--- src/rtl/serial_adder_ovf.sv ---
// Bit-serial adder (LSB first) with per-word overflow flag and a saturating
// count of overflowed words.
//
// Ports:
//   i_clock      rising-edge clock
//   i_reset      synchronous active-high reset
//   i_valid      i_line1/i_line2 carry a valid bit this cycle
//   i_sync       restart word alignment; current bit (if valid) is bit 0
//   i_line1      serial operand A, LSB first
//   i_line2      serial operand B, LSB first
//   i_clr_count  clear the overflow counter
//   o_outp       registered serial sum bit
//   o_ovalid     o_outp holds a newly produced sum bit
//   o_olast      o_outp is the MSB of a word
//   o_overflw    word just completed overflowed (only with o_olast)
//   o_ovf_count  saturating count of overflowed words
module serial_adder_ovf #(
  parameter int unsigned WIDTH  = 4,
  parameter int unsigned SIGNED = 0,
  parameter int unsigned CNT_W  = 8
) (
  input  logic             i_clock,
  input  logic             i_reset,
  input  logic             i_valid,
  input  logic             i_sync,
  input  logic             i_line1,
  input  logic             i_line2,
  input  logic             i_clr_count,
  output logic             o_outp,
  output logic             o_ovalid,
  output logic             o_olast,
  output logic             o_overflw,
  output logic [CNT_W-1:0] o_ovf_count
);

  localparam int unsigned     IDX_W    = (WIDTH > 1) ? $clog2(WIDTH) : 1;
  localparam logic [IDX_W-1:0] LAST_IDX = IDX_W'(WIDTH - 1);
  localparam logic [CNT_W-1:0] CNT_MAX  = '1;

  logic [IDX_W-1:0] r_idx;
  logic             r_cy;
  logic             r_outp;
  logic             r_ovalid;
  logic             r_olast;
  logic             r_overflw;
  logic [CNT_W-1:0] r_cnt;

  logic [IDX_W-1:0] w_idx_eff;
  logic             w_cin;
  logic             w_sum;
  logic             w_cout;
  logic             w_last;
  logic             w_ovf;
  logic             w_ovf_evt;

  // Full-adder slice; sync forces the current bit to be bit 0 of a fresh word.
  always_comb begin
    w_idx_eff = i_sync ? '0 : r_idx;
    w_cin     = (w_idx_eff == '0) ? 1'b0 : r_cy;
    w_sum     = i_line1 ^ i_line2 ^ w_cin;
    w_cout    = (i_line1 & i_line2) | (i_line1 & w_cin) | (i_line2 & w_cin);
    w_last    = (w_idx_eff == LAST_IDX);
    // Signed overflow: carry into the MSB differs from carry out of it.
    w_ovf     = (SIGNED != 0) ? (w_cin ^ w_cout) : w_cout;
    w_ovf_evt = i_valid & w_last & w_ovf;
  end

  // Bit index, carry and serial output registers.
  always_ff @(posedge i_clock) begin
    if (i_reset) begin
      r_idx     <= '0;
      r_cy      <= 1'b0;
      r_outp    <= 1'b0;
      r_ovalid  <= 1'b0;
      r_olast   <= 1'b0;
      r_overflw <= 1'b0;
    end else begin
      r_ovalid  <= 1'b0;
      r_olast   <= 1'b0;
      r_overflw <= 1'b0;
      if (i_valid) begin
        r_outp   <= w_sum;
        r_ovalid <= 1'b1;
        if (w_last) begin
          r_idx     <= '0;
          r_cy      <= 1'b0;
          r_olast   <= 1'b1;
          r_overflw <= w_ovf;
        end else begin
          r_idx <= w_idx_eff + IDX_W'(1);
          r_cy  <= w_cout;
        end
      end else if (i_sync) begin
        r_idx <= '0;
        r_cy  <= 1'b0;
      end
    end
  end

  // Saturating overflow counter; clear wins over a same-edge event.
  always_ff @(posedge i_clock) begin
    if (i_reset) begin
      r_cnt <= '0;
    end else if (i_clr_count) begin
      r_cnt <= '0;
    end else if (w_ovf_evt && (r_cnt != CNT_MAX)) begin
      r_cnt <= r_cnt + CNT_W'(1);
    end
  end

  assign o_outp      = r_outp;
  assign o_ovalid    = r_ovalid;
  assign o_olast     = r_olast;
  assign o_overflw   = r_overflw;
  assign o_ovf_count = r_cnt;

endmodule

--- config.mk ---
export PLATFORM = sky130hd
export DESIGN_NAME = serial_adder_ovf
export DESIGN_NICKNAME = d
export VERILOG_FILES = /design/src/rtl/serial_adder_ovf.sv
export SDC_FILE = /design/constraint.sdc
export NUM_CORES = 1
export LEC_CHECK = 0
export BUFFER_PORTS_ARGS = -buffer_cell sky130_fd_sc_hd__buf_2
export CAP_MARGIN = 20
export CELL_PAD_IN_SITES_DETAIL_PLACEMENT = 1
export CELL_PAD_IN_SITES_GLOBAL_PLACEMENT = 1
export CORE_MARGIN = 2
export CORE_UTILIZATION = 35
export CTS_BUF_LIST = sky130_fd_sc_hd__clkbuf_4
export DETAILED_ROUTE_END_ITERATION = 8
export PLACE_DENSITY = 0.79
export SLEW_MARGIN = 20
export SYNTH_ARGS = -nofsm -noshare
export SYNTH_HDL_FRONTEND = slang
export SYNTH_SLANG_ARGS = --single-unit
--- constraint.sdc ---
create_clock -name i_clock -period 2.63 [get_ports i_clock]
set_input_delay 0.526 -clock i_clock [delete_from_list [all_inputs] [get_ports i_clock]]
set_output_delay 0.526 -clock i_clock [all_outputs]
set_load 0.1 [all_outputs]
==> results.yml, run 1 <==
run_status:
  status: "finished, final reports clean"
die:
  num_rows: 16
  die_h_um: 49.2
  die_w_um: 49.2
  fp.coreArea_um2: 1940
  die_area_um2: 2420
  ios: 19
  initial_core_util: 0.368
placement:
  postPlaceCellArea_um2: 858
  portBuffers: 18
  gp_congestion: 0.759
  hpwl_um: 1260
timing:
  period_share: 0.887
  fin_skew_ns: 0.00607
  worst_slew_pin_slew_ns: 0.492
  max-slew-margin-rel: 0.674
  slew_viol_final: 0
  hold_violations: 0
  rsz0062_at_grt: "false"
  finalSetupViolCount: 0
  setup_tns_ns: 0
  max_freq_mhz: 428
  min_period_ns: 2.33
global_route:
  overflow: 0
  grt_pass1_wl_um: 2920
  grt_pass1_vias: 723
  grt.total_usage: 0.158
  antenna_found_initial: 0
  grt_busiest_layer: "met2"
  grtUsageMet2: 0.313
  met3_usage: 0.0613
  use_met1: 0.151
  grt_max_degree: 12
worst_setup_path:
  worst-path-max-fanout: 3
  path_class: "in -> reg"
  endpoint_kind: "register"
  cp.arrival_ns: 2.56
  crit_path_start_kind: "primary input"
  critPathRequiredTime_ns: 2.86
logic_synthesis:
  synth_nets: 91
  yosys_warnings: 0
  yosysUniqueCellTypes: 30
  synthCells: 80
  synth_top_cells_by_area: "dfxtp_1 42%, nor2_1 6.8%, ha_1 5.3%, nor3_1 3.5%, a211oi_1 3.2%"
  ys_dominant_reg_cell: "dfxtp_1"
  yosys.area.top_type: "dfxtp_1"
  ys_top_cells_by_count: "15 x dfxtp_1, 13 x nor2_1, 6 x inv_1"
  seq_area_frac_synth: 0.420
  syn_area_per_cell_um2: 8.93
  synth_edf_count: 0
  netlist.area_leader.share: 0.420
  synth.most_common_cell: "dfxtp_1"
  async_reset_ff_frac: 0
  synthesis.area_um2: 714
  synth-seq-cells: 15
route:
  routed_wl_um: 1650
  post-route-drc-count: 0
  drtAntennaViolNets: 0
  vias: 652
  drtPass1Iterations: 3
  vias_per_cell: 4.98
  drt_iter0_markers: 5
  wl_per_cell_um: 12.6
clock_network:
  clk_pin_slew_ns: 0.10
  tritoncts: "yes"
  cts_root_buf: "clkbuf_4"
  numCtsBuffers: 3
  cts.sinks: 15
  h-tree-depth: 1
  cts.path.max_buffers: 2
  clock_latency_ns: 0.29
  cts_setup_buffers: 0
  holdBufCountCts: 0
  postCtsResizedCells: 0
power:
  ir_drop_mv: 0.302
  p_per_area_nw_per_um2: 464
  power.total_uw: 411
  p_leak_uw: 0.000412
final_layout:
  nNetsFinal: 116
  diodes: 0
  syn2layout_area_growth_pct: 24.0
  finalInstanceArea_um2: 886
  layout-drive-gt1-share: 0.298
job:
  max-cap-violations: 0
worst_hold_path:
  hold_class: "in -> reg"
metal layers:
layer | wire length (um) | share of wire | vias up
li1 | - | - | 323
met1 | 669 | 0.40 | 313
met2 | 893 | 0.54 | 14
met3 | 80 | 0.048 | 2
met4 | 9 | 0.0054 | 0
met5 | 0 | 0 | -
critical path, stage by stage:
cell	delay, ns
buf_2	0.11
nand2b_1	0.15
ha_1	0.19
nand2b_1	0.15
fa_1	0.39
and3b_2	0.29
nand4_4	0.10
or4_1	0.51
a21oi_1	0.15
placed cells by master, fill, tap and decap left out:
cell      count
ha_1          3
dfxtp_1      15
or2_2         1
a211oi_1      3
buf_2        18
o21ba_2       1
nand3_1       2
xor2_1        1
o21a_1        2
a21oi_1       4
nand4_4       1
inv_1         6
buf_4         4
o2111a_1      1
nor3b_1       1
a31o_2        1
and3b_2       1
fa_1          1
clkbuf_4      3
mux2i_1       1
nor2b_1       2
or4_1         1
xnor2_1       1
nand3b_1      1
o31ai_1       1
nor3_1        5
clkinv_2      1
nor2_1       13
nand4_1       1
o21ai_0       1
nand2_1       4
nand2b_1      3
power breakdown:
part	switching [uW]	total, uW	internal, uW	leakage (uW)
Sequential	1.40	233	231	0.000122
Combinational	29.6	42.1	12.5	0.000273
Clock	79.5	136	56.5	0.0000177
Total	111	411	300	0.000412
per-stage QoR:
step	setup slack (ns)	hold slack, ns	std cells	utilization
after CTS	0.296	0.490	131	0.456
after global routing	0.209	0.495	131	0.456
final	0.296	0.492	131	0.456
after floorplan	0.103	0.582	80	-
after global placement	0.0542	0.491	127	0.442
after detailed placement	-0.0159	0.509	127	0.442
final cells by class:
class | instances | area [um^2]
fillers | 257 | 1060
multi-input cells | 57 | 382
flip-flops and latches | 15 | 300
repair buffers | 22 | 120
well taps | 27 | 33.8
clock buffers | 3 | 22.5
inverters | 6 | 22.5
clock inverters | 1 | 5.00
final timing paths:
check,slack [ns],from,cells after the start,endpoint
worst max-delay path,0.30,i_sync,9,o_ovf_count[5]
worst min register to register,0.51,o_outp,2,o_outp
worst min-delay path,0.49,i_reset,2,r_idx[0]
worst max register to register,0.40,r_idx[0],8,o_ovf_count[5]
state kept, by name (all words and copies together), names as in the netlist:
| name | flops |
|---|---|
| o_ovf_count | 8 |
| r_idx | 2 |
| o_olast | 1 |
| o_outp | 1 |
| o_ovalid | 1 |
| o_overflw | 1 |
| r_cy | 1 |
cells by family (layout without fill, tap and decap cells):
kind of cell | Yosys count | in the layout | synth area share
simple gates | 36 | 36 | 0.275
flops | 15 | 15 | 0.420
compound gates | 14 | 14 | 0.140
buf+inv | 8 | 32 | 0.0455
fa+ha+maj | 4 | 4 | 0.0806
xor+xnor | 2 | 2 | 0.0245
mux | 1 | 1 | 0.0140
Note: power is estimated with default switching activity, not from simulation.
==> run 2: changes to the inputs <==
--- a/config.mk
+++ b/config.mk
@@ -9,6 +9,7 @@
 export CAP_MARGIN = 20
 export CELL_PAD_IN_SITES_DETAIL_PLACEMENT = 1
 export CELL_PAD_IN_SITES_GLOBAL_PLACEMENT = 1
+export CORE_ASPECT_RATIO = 1.25
 export CORE_MARGIN = 2
 export CORE_UTILIZATION = 35
 export CTS_BUF_LIST = sky130_fd_sc_hd__clkbuf_4
==> results.yml, run 2 (synthesis gave the netlist of run 1 again) <==
clock_network:
  clk_pin_slew_ns: 0.09
  numCtsBuffers: 3
  cts_setup_buffers: 0
  cts.path.max_buffers: 2
  cts.sinks: 15
  clock_latency_ns: 0.28
  tritoncts: "yes"
  cts_root_buf: "clkbuf_4"
  holdBufCountCts: 0
  postCtsResizedCells: 0
  h-tree-depth: 1
power:
  power.total_uw: 408
  p_per_area_nw_per_um2: 465
  ir_drop_mv: 0.195
  p_int_uw: 300
  p_seq_frac: 0.570
  p_clk_frac: 0.326
  p_leak_uw: 0.000412
  switchingPower_uw: 108
  comb_power_share: 0.104
  power_switching_share: 0.264
worst_setup_path:
  endpoint_kind: "register"
  crit_path_start_kind: "primary input"
  critPathRequiredTime_ns: 2.85
  cp.arrival_ns: 2.60
  path_class: "in -> reg"
  regToRegSetupSlack_ns: 0.34
  worst-path-max-fanout: 3
timing:
  slew_viol_final: 0
  min_period_ns: 2.39
  worst_slew_pin_slew_ns: 0.499
  period_share: 0.907
  rsz0062_at_grt: "false"
  hold_violations: 0
  setup_tns_ns: 0
  setup_slack_ns: 0.244
  max_freq_mhz: 419
  finalSetupViolCount: 0
  fin_skew_ns: 0.00340
  max-slew-margin-rel: 0.670
die:
  die_area_um2: 2420
  die_w_um: 44.4
  initial_core_util: 0.365
  num_rows: 18
  fp.coreArea_um2: 1960
  ios: 19
  die_h_um: 54.5
placement:
  hpwl_um: 1280
  gp_congestion: 0.760
  portBuffers: 18
  post-place-ws_ns: -0.0161
global_route:
  grt.total_usage: 0.166
  grt_pass1_wl_um: 2800
  antenna_found_initial: 0
  grt_max_degree: 12
  grt_pass1_vias: 663
  overflow: 0
worst_hold_path:
  hold_class: "in -> reg"
route:
  vias: 657
  routed_wl_um: 1690
  drtPass1Iterations: 4
  post-route-drc-count: 0
  wl_per_cell_um: 13.6
  drt_iter0_markers: 11
  vias_per_cell: 5.30
  drtAntennaViolNets: 0
final_layout:
  nNetsFinal: 116
  num-fill-cells: 251
  utilization: 0.448
  syn2layout_area_growth_pct: 22.8
  final_cell_mix: "18 x buf_2, 15 x dfxtp_1, 13 x nor2_1, 6 x inv_1, 5 x nor3_1"
  multi_input_area_um2: 382
  largest_register_ffs: 8
  regArea_um2: 300
  layout-drive-gt1-share: 0.298
  diodes: 0
  mostFrequentLayoutCell: "buf_2"
run_status:
  status: "finished, final reports clean"
job:
  max-cap-violations: 0
## run 2: cell counts in the layout (fill, tap and decap cells not counted)
No cell type changed its count.
## run 2: metrics by stage
step / area [um^2] / hold slack (ns) / instances
3_5_place_dp: 850 / 0.505 / 120
4_1_cts: 877 / 0.484 / 124
2_1_floorplan: 714 / 0.582 / 80
6_report: 877 / 0.502 / 124
5_1_grt: 877 / 0.498 / 124
3_3_place_gp: 850 / 0.494 / 120
## run 2: worst paths after layout
kind / cells after the start / endpoint / from
setup / recovery: 9 / o_ovf_count[5] / i_sync
hold / removal: 2 / o_ovalid / i_reset
setup reg to reg: 8 / o_ovf_count[5] / r_idx[0]
hold reg to reg: 2 / o_outp / o_outp
## run 2: area by class of cell
type,instances,area share
sequential,15,0.342
timing repair buffer,22,0.137
clock buffer,3,0.0257
multi-input combinational,57,0.435
tap,20,0.0285
inverter,6,0.0257
clock inverter,1,0.00571
## run 2: routing by layer
metal	vias up	part of all wire	wire, um	global-route usage
met5	-	0	0	0
li1	325	-	-	-
met1	311	0.40	669	0.170
met2	19	0.55	935	0.309
met4	0	0.0083	14	0.0909
met3	2	0.040	67	0.0396
## run 2: critical path: stages
cell and delay (ns):
buf_2 0.11, nand2b_1 0.15, ha_1 0.19, nand2b_1 0.15, fa_1 0.39, and3b_2 0.28
nand4_4 0.11, or4_1 0.53, a21oi_1 0.16
## run 2: power groups by stage
stage	combinational [uW]	clock [uW]	sequential (uW)
finish	42.4	133	233
global route	46.4	149	233
CTS	42.8	141	233
detailed placement	42.7	0	238
global placement	41.5	0	238
floorplan	16.2	0	253
==> run 3: changes to the inputs <==
--- a/config.mk
+++ b/config.mk
@@ -7,7 +7,7 @@
 export LEC_CHECK = 0
 export BUFFER_PORTS_ARGS = -buffer_cell sky130_fd_sc_hd__buf_2
 export CAP_MARGIN = 20
-export CELL_PAD_IN_SITES_DETAIL_PLACEMENT = 1
+export CELL_PAD_IN_SITES_DETAIL_PLACEMENT = 0
 export CELL_PAD_IN_SITES_GLOBAL_PLACEMENT = 1
 export CORE_ASPECT_RATIO = 1.25
 export CORE_MARGIN = 2
==> results.yml, run 3 (synthesis gave the netlist of run 1 again) <==
global_route:
  grt_pass1_wl_um: 2480
  grt_max_degree: 12
  grt.total_usage: 0.142
  antenna_found_initial: 0
  overflow: 0
  grt_pass1_vias: 628
timing:
  hold_violations: 0
  min_period_ns: 2.34
  finalSetupViolCount: 0
  fin_skew_ns: 0.00126
  period_share: 0.890
  worst_slew_pin_slew_ns: 0.485
  max_freq_mhz: 427
  max-slew-margin-rel: 0.679
  slew_viol_final: 0
  rsz0062_at_grt: "false"
  hold_ws_ns: 0.501
  setup_tns_ns: 0
clock_network:
  cts.path.max_buffers: 2
  postCtsResizedCells: 0
  cts.sinks: 15
  h-tree-depth: 1
  cts_root_buf: "clkbuf_4"
  clock_latency_ns: 0.28
  clk_pin_slew_ns: 0.09
  cts_setup_buffers: 0
  numCtsBuffers: 3
  holdBufCountCts: 0
  tritoncts: "yes"
route:
  post-route-drc-count: 0
  routed_wl_um: 1370
  drtAntennaViolNets: 0
  vias: 630
  wl_per_cell_um: 11.0
  vias_per_cell: 5.08
  drtPass1Iterations: 4
  drt_iter0_markers: 10
final_layout:
  multi_input_area_um2: 382
  diodes: 0
  mostFrequentLayoutCell: "buf_2"
  finalInstanceArea_um2: 877
  num-fill-cells: 211
  largest_register_ffs: 8
  regArea_um2: 300
  syn2layout_area_growth_pct: 22.8
  utilization: 0.448
  nNetsFinal: 116
  layout-drive-gt1-share: 0.298
  final_cell_mix: "18 x buf_2, 15 x dfxtp_1, 13 x nor2_1, 6 x inv_1, 5 x nor3_1"
job:
  max-cap-violations: 0
worst_hold_path:
  hold_class: "in -> reg"
worst_setup_path:
  worst-path-max-fanout: 3
  crit_top_cell: "nand2b_1"
  critPathSlowestCell: "or4_1"
  endpoint_kind: "register"
  crit_path_start_kind: "primary input"
  path_class: "in -> reg"
  crit_chain: "buf_2 -> nand2b_1 -> ha_1 -> nand2b_1 -> fa_1 -> and3b_2 -> nand4_4 -> or4_1 -> a21oi_1"
  critPathRequiredTime_ns: 2.85
  cp.arrival_ns: 2.56
  max_stage_delay_ns: 0.51
placement:
  gp_congestion: 0.760
  postPlaceCellArea_um2: 850
  hpwl_um: 1090
  portBuffers: 18
power:
  p_leak_uw: 0.000412
  power.total_uw: 407
  p_per_area_nw_per_um2: 464
  ir_drop_mv: 0.291
die:
  die_h_um: 54.5
  die_area_um2: 2420
  ios: 19
  fp.coreArea_um2: 1960
  num_rows: 18
  initial_core_util: 0.365
  die_w_um: 44.4
run_status:
  status: "finished, final reports clean"
==> run 3: cell counts in the layout (fill, tap and decap cells not counted) <==
No cell type changed its count.
==> run 3: power breakdown <==
group / switching [uW] / internal (uW)
Sequential: 1.30 / 231
Combinational: 28.9 / 12.4
Clock: 77.0 / 56.5
Total: 107 / 300
==> run 3: path summary, 6_finish.rpt <==
path | slack [ns] | from | depth (start not counted) | end
hold / removal | 0.50 | i_reset | 2 | r_idx[0]
setup reg to reg | 0.40 | r_idx[0] | 8 | o_ovf_count[5]
setup / recovery | 0.29 | i_sync | 9 | o_ovf_count[5]
hold reg to reg | 0.51 | o_outp | 2 | o_outp
==> run 3: layout make-up <==
cell class | instances | share of cell area
Sequential cell | 15 | 0.342
Clock buffer | 3 | 0.0257
Tap cell | 20 | 0.0285
Multi-Input combinational cell | 57 | 0.435
Inverter | 6 | 0.0257
Timing Repair Buffer | 22 | 0.137
Clock inverter | 1 | 0.00571
==> run 3: worst max-delay path: cells and delay by family <==
family	cells	cell delay [ns]
and+or+nand+nor	5	1.20
AOI/OAI and AO/OA	1	0.14
adders and majority gates	2	0.58
buffers and inverters	1	0.11
==> run 3: per-layer routing <==
layer / track usage / share of wire / vias up
met2: 0.270 / 0.51 / 16
met3: 0.0297 / 0.049 / 4
li1: - / - / 321
met4: 0.0758 / 0.020 / 0
met1: 0.143 / 0.42 / 289
met5: 0 / 0 / -
==> run 3: per-stage QoR <==
step,cells,worst slack [ns]
6_report,124,0.289
5_1_grt,124,0.217
4_1_cts,124,0.295
3_5_place_dp,120,-0.00206
3_3_place_gp,120,0.0532
2_1_floorplan,80,0.103
